$ cat config.mk
export PLATFORM = sky130hd
export DESIGN_NAME = instr_fetch_decode
export DESIGN_NICKNAME = d
export VERILOG_FILES = /design/src/rtl/riscv_pkg.sv /design/src/rtl/opcode_classify.sv /design/src/rtl/instr_fetch_decode.sv
export SDC_FILE = /design/constraint.sdc
export NUM_CORES = 1
export LEC_CHECK = 0
export ABC_AREA = 1
export CORE_MARGIN = 8
export CORE_UTILIZATION = 38
export DETAILED_ROUTE_END_ITERATION = 12
export GPL_ROUTABILITY_DRIVEN = 0
export GPL_TIMING_DRIVEN = 0
export HOLD_SLACK_MARGIN = 0.12
export PLACE_DENSITY_LB_ADDON = 0.12
export SLEW_MARGIN = 15
export SYNTH_ARGS = -nofsm -noshare
export SYNTH_HDL_FRONTEND = slang
export SYNTH_HIERARCHICAL = 1
export SYNTH_SLANG_ARGS = --single-unit
$ cat constraint.sdc
create_clock -name clock -period 1.14 [get_ports clock]
set_input_delay 0.114 -clock clock [delete_from_list [all_inputs] [get_ports clock]]
set_output_delay 0.114 -clock clock [all_outputs]
set_load 0.02 [all_outputs]
$ cat src/rtl/riscv_pkg.sv
// rtl/riscv_pkg.sv - shared RISC-V immediate classes, opcodes and fetch states
// Purpose: types and constants shared by the fetch/decode stage, the opcode
//   classifier and the immediate sign extender.
// Ports: none (package).
package riscv_pkg;

  typedef enum logic [2:0] {
    IMM_I    = 3'b000,
    IMM_S    = 3'b001,
    IMM_SB   = 3'b010,
    IMM_UJ   = 3'b011,
    IMM_U    = 3'b100,
    IMM_NONE = 3'b111
  } imm_type_e;

  typedef enum logic [1:0] {
    IDLE,
    WAIT_MEM,
    HOLD
  } fetch_state_e;

  localparam logic [6:0] OP_LOAD   = 7'b0000011;
  localparam logic [6:0] OP_IMM    = 7'b0010011;
  localparam logic [6:0] OP_IMM32  = 7'b0011011;
  localparam logic [6:0] OP_JALR   = 7'b1100111;
  localparam logic [6:0] OP_SYSTEM = 7'b1110011;
  localparam logic [6:0] OP_STORE  = 7'b0100011;
  localparam logic [6:0] OP_BRANCH = 7'b1100011;
  localparam logic [6:0] OP_JAL    = 7'b1101111;
  localparam logic [6:0] OP_LUI    = 7'b0110111;
  localparam logic [6:0] OP_AUIPC  = 7'b0010111;
  localparam logic [6:0] OP_REG    = 7'b0110011;
  localparam logic [6:0] OP_REG32  = 7'b0111011;

endpackage

$ cat src/rtl/opcode_classify.sv
// rtl/opcode_classify.sv - combinational opcode to immediate-class decoder
// Purpose: maps a 7-bit opcode to its immediate class and flags opcodes
//   that are not supported.
// Ports: opcode (in, 7); instr_type (out, imm_type_e); illegal (out, 1).
module opcode_classify
  import riscv_pkg::*;
(
  input  logic [6:0] opcode,
  output imm_type_e  instr_type,
  output logic       illegal
);

  always_comb begin
    instr_type = IMM_NONE;
    illegal    = 1'b0;
    case (opcode)
      OP_LOAD, OP_IMM, OP_IMM32, OP_JALR, OP_SYSTEM: instr_type = IMM_I;
      OP_STORE:                                      instr_type = IMM_S;
      OP_BRANCH:                                     instr_type = IMM_SB;
      OP_JAL:                                        instr_type = IMM_UJ;
      OP_LUI, OP_AUIPC:                              instr_type = IMM_U;
      OP_REG, OP_REG32:                              instr_type = IMM_NONE;
      default:                                       illegal    = 1'b1;
    endcase
  end

endmodule

$ cat src/rtl/instr_fetch_decode.sv
// rtl/instr_fetch_decode.sv - instruction register and registered pre-decoder
// Purpose: fetches one 32-bit instruction per fetch_start over a
//   variable-latency memory handshake, holds it, and drives registered
//   decode outputs to the sign extender and control.
// Ports: clock, reset (async, active-low); fetch_start, flush (control);
//   mem_rd, mem_rdata, mem_valid (memory); Instr31_0, InstrType, rs1, rs2,
//   rd, funct3, instr_valid, illegal (decode); mem_err (sticky timeout).
module instr_fetch_decode
  import riscv_pkg::*;
#(
  parameter int unsigned TIMEOUT_CYC = 16,
  parameter logic [31:0] NOP_INSTR   = 32'h00000013
) (
  input  logic        clock,
  input  logic        reset,
  input  logic        fetch_start,
  input  logic        flush,
  output logic        mem_rd,
  input  logic [31:0] mem_rdata,
  input  logic        mem_valid,
  output logic [31:0] Instr31_0,
  output logic [2:0]  InstrType,
  output logic [4:0]  rs1,
  output logic [4:0]  rs2,
  output logic [4:0]  rd,
  output logic [2:0]  funct3,
  output logic        instr_valid,
  output logic        illegal,
  output logic        mem_err
);

  // Counter only needs to reach TIMEOUT_CYC-1: the timeout fires on the edge
  // that would make it TIMEOUT_CYC.
  localparam int CW = (TIMEOUT_CYC > 1) ? $clog2(TIMEOUT_CYC) : 1;
  localparam logic [CW-1:0] CNT_LAST = CW'(TIMEOUT_CYC - 1);

  fetch_state_e  state_q, state_d;
  logic [31:0]   instr_q, instr_d;
  imm_type_e     type_q, type_d;
  logic          illegal_q, illegal_d;
  logic          err_q, err_d;
  logic [CW-1:0] cnt_q, cnt_d;

  imm_type_e     cls_type;
  logic          cls_illegal;

  opcode_classify u_classify (
    .opcode     (mem_rdata[6:0]),
    .instr_type (cls_type),
    .illegal    (cls_illegal)
  );

  always_comb begin
    state_d   = state_q;
    instr_d   = instr_q;
    type_d    = type_q;
    illegal_d = illegal_q;
    err_d     = err_q;
    cnt_d     = cnt_q;
    if (flush) begin
      state_d   = IDLE;
      instr_d   = NOP_INSTR;
      type_d    = IMM_I;
      illegal_d = 1'b0;
      err_d     = 1'b0;
      cnt_d     = '0;
    end else begin
      case (state_q)
        IDLE, HOLD: begin
          if (fetch_start) begin
            state_d = WAIT_MEM;
            err_d   = 1'b0;
            cnt_d   = '0;
          end
        end
        WAIT_MEM: begin
          // mem_valid is checked first so data arriving on the last allowed
          // cycle wins over the timeout.
          if (mem_valid) begin
            state_d   = HOLD;
            instr_d   = mem_rdata;
            type_d    = cls_type;
            illegal_d = cls_illegal;
          end else if (TIMEOUT_CYC != 0) begin
            if (cnt_q == CNT_LAST) begin
              state_d = IDLE;
              err_d   = 1'b1;
            end else begin
              cnt_d = cnt_q + 1'b1;
            end
          end
        end
        default: state_d = IDLE;
      endcase
    end
  end

  always_ff @(posedge clock or negedge reset) begin
    if (!reset) begin
      state_q   <= IDLE;
      instr_q   <= NOP_INSTR;
      type_q    <= IMM_I;
      illegal_q <= 1'b0;
      err_q     <= 1'b0;
      cnt_q     <= '0;
    end else begin
      state_q   <= state_d;
      instr_q   <= instr_d;
      type_q    <= type_d;
      illegal_q <= illegal_d;
      err_q     <= err_d;
      cnt_q     <= cnt_d;
    end
  end

  assign mem_rd      = (state_q == WAIT_MEM);
  assign instr_valid = (state_q == HOLD);
  assign Instr31_0   = instr_q;
  assign InstrType   = type_q;
  assign illegal     = illegal_q;
  assign mem_err     = err_q;
  assign rs1         = instr_q[19:15];
  assign rs2         = instr_q[24:20];
  assign rd          = instr_q[11:7];
  assign funct3      = instr_q[14:12];

endmodule

==> key figures <==
Detailed routing
  • DR iter-0 viols: 47
  • Vias/cell: 4.70
  • Via count: 2248
  • Antenna viol nets, final: 0
  • DRC: 0
  • DRT Pass-1 Iters: 4
  • Routed wire per std cell: 15.0 um
  • Final wirelength: 7160 um

STA
  • Hold Fails Final Rpt: 0
  • Setup tns final: -4.51 ns
  • Achievable Freq: 770 MHz
  • RSZ-0062 raised after global routing: true
  • Fin crit share: 114%
  • # setup viols final: 44
  • Worst-Margin Slew: 0.691 ns
  • Final worst slack: -0.159 ns
  • Final min period: 1.30 ns
  • Max Slew Vio Count: 0
  • Slew HR: 53.9%
  • Clock skew: 0.00221 ns

CTS
  • CTS max path bufs: 2
  • CTS Sinks: 43
  • Max H-tree Level: 2
  • CTS tree: yes
  • CTS buffer count: 5
  • Root buffer cell: clkbuf_8
  • Worst-path clk slew: 0.08 ns
  • Worst skew pair latency: 0.29 ns

Global routing
  • GRT Resource Usage Total: 16.1%
  • Antenna violations before repair: 0
  • Vias in the first global route: 2250
  • Total gr overflow: 0
  • First-pass GRT wire length: 11100 um
  • Largest net degree at the start of global routing: 32

Layout
  • P&R area growth vs syn: 69.0%
  • FILL cells: 495
  • Antenna diodes: 0
  • Nets: 440
  • Most frequent cells in the layout: inv_1, dfrtp_1, buf_4
  • Seq. cell area: 1080 sq um
  • Footprint of the multi-input gates: 1040 sq um
  • Most common cell after layout, fill and taps aside: inv_1
  • Non-Filler Instances: 478
  • Final core utilization: 65.2%
  • Layout cell share with drive strength beyond 1: 44.2%

Die
  • Die area: 8570 sq um
  • Die H: 92.6 um
  • Die Width: 92.6 um
  • Core Area: 5780 sq um
  • Starting Density: 38.5%
  • IO Pins: 94
  • Row Count: 28

Setup path
  • Crit-path max cell delay: 0.41 ns
  • Worst Path Max Fanout: 6
  • CP most frequent cell: buf_6
  • Worst Setup End Kind: flip-flop
  • Worst path bufs/invs: 3
  • Worst reg2reg setup slack: -0.16 ns
  • WS Path Type: flip-flop to flip-flop
  • Worst EP arrival: 1.48 ns
  • Crit path required time: 1.32 ns
  • Cells along the critical path: inv_2 > nand2_4 > o21ai_4 > buf_6 > buf_6 > o21ai_1
  • Critical Path Source Type: flip-flop
  • CP top delay family: flip-flops
  • Worst path slowest cell: dfrtp_1

Synth
  • Cells after Synth: 274
  • Syn nets: 312
  • Mapped Area: 2230 sq um
  • Ys Warns: 6
  • Post-synthesis register bit count: 43
  • Syn Area/Cell: 8.13 sq um
  • Top cell type's share of synthesized area: 44.9%
  • Post-synth cell types: 25
  • Synth area leader: dfrtp_1
  • Ranking of synthesized cells by area: dfrtp_1, nand3_1, inv_1
  • Post-synthesis sequential area ratio: 48.5%

Power
  • Overall Power: 3.50 mW
  • LEAKAGE: 1.79 nW
  • Power per cell area: 931 nW/um^2
  • Worst VDD drop: 0.459 mV

Placement
  • # port buffers: 92
  • Detail Placement HPWL: 4690 um
  • Dpl cells: 442

Run
  • Max-cap violations: 0

Worst hold path
  • Min-Delay Path Class: input pin to flip-flop

Run status
  • Violated checks: setup timing
  • Status: complete, but fails checks
==> repair_timing <==
item,4_1_cts,5_1_grt
setup endpoints to repair,99,82
endpoints found under the hold margin,43,0
buffers inserted,19,8
resized for setup,227,80
cloned,7,0
hold buffers,1,0
pin swaps,10,12
==> final timing paths <==
kind,from,end,cells past startpoint
setup / recovery,state_q[1]$_DFFE_PN0P_,illegal$_DFFE_PN0P_,6
setup reg to reg,state_q[1]$_DFFE_PN0P_,illegal$_DFFE_PN0P_,6
max in group asynchronous,reset,Instr31_0[22]$_DFFE_PN0P_,3
hold / removal,mem_rdata[1],Instr31_0[1]$_DFFE_PN1P_,3
min in group asynchronous,reset,Instr31_0[17]$_DFFE_PN0P_,2
hold reg to reg,mem_err$_DFFE_PN0P_,mem_err$_DFFE_PN0P_,2
==> routing by layer <==
layer	up-vias	global-route usage, %	part of all wire, %	wire [um]
met2	73	26.0	48	3420
met3	8	5.42	7.5	538
met5	-	0	0	0
met1	1057	19.9	44	3130
li1	1110	-	-	-
met4	0	4.70	1.0	74
==> state kept, by name, indices dropped and copies added, names as in the netlist <==
register   flops
mem_err        1
cnt_q          4
Instr31_0     32
illegal        1
InstrType      3
state_q        2
==> worst reg2reg max path: cells and delay by family, from the launching register on <==
family / cells / cell delay, ns
simple gates: 1 / 0.07
buf+inv: 3 / 0.37
flops: 1 / 0.41
compound gates: 2 / 0.34
==> synth_stat cells <==
master,instances
nor3_2,1
clkbuf_1,2
nand4_1,2
inv_1,44
nor2_2,5
buf_4,19
o21ai_1,16
nand2_2,2
buf_6,4
nand3_1,43
nand2_1,36
ha_1,1
nand3_2,2
a21oi_1,3
dfstp_2,3
or2_0,1
dfrtp_1,40
inv_2,3
nor2_1,20
buf_2,3
o21ai_4,1
o31ai_1,1
xnor2_1,1
o21ai_0,20
buf_1,1
==> kinds of logic after synthesis <==
group,after synthesis,share of synthesized area (%)
XOR/XNOR,1,0.393
AND/OR/NAND/NOR,112,23.2
buffers and inverters,76,17.5
AO/OA/AOI/OAI,41,9.83
flip-flops,43,48.5
adder cells (fa/ha/maj),1,0.561
==> power breakdown <==
part           internal [mW]  leakage [nW]  switching, mW
registers               1.59         0.581         0.0468
clock network          0.431        0.0422          0.527
logic                  0.423          1.17          0.486
total                   2.45          1.79           1.06
==> through the flow <==
step                setup slack [ns]  hold WS [ns]  cell area, sq um
detailed placement            -0.410        0.0401              3270
floorplan                  -0.000558        -0.182              2240
finish                        -0.159         0.126              3770
CTS                           -0.164         0.203              3690
global placement               -1.30         0.460              3250
global route                  -0.198         0.165              3770
==> area by class of cell <==
cell class	instances	share of cell area (%)
Multi-Input combinational cell	155	27.6
Clock buffer	7	2.03
Sequential cell	43	28.7
Buffer	27	6.11
Inverter	47	4.68
Clock inverter	1	0.133
Tap cell	75	2.49
Timing Repair Buffer	123	28.3
No activity file was read; power rests on OpenSTA's default activity.
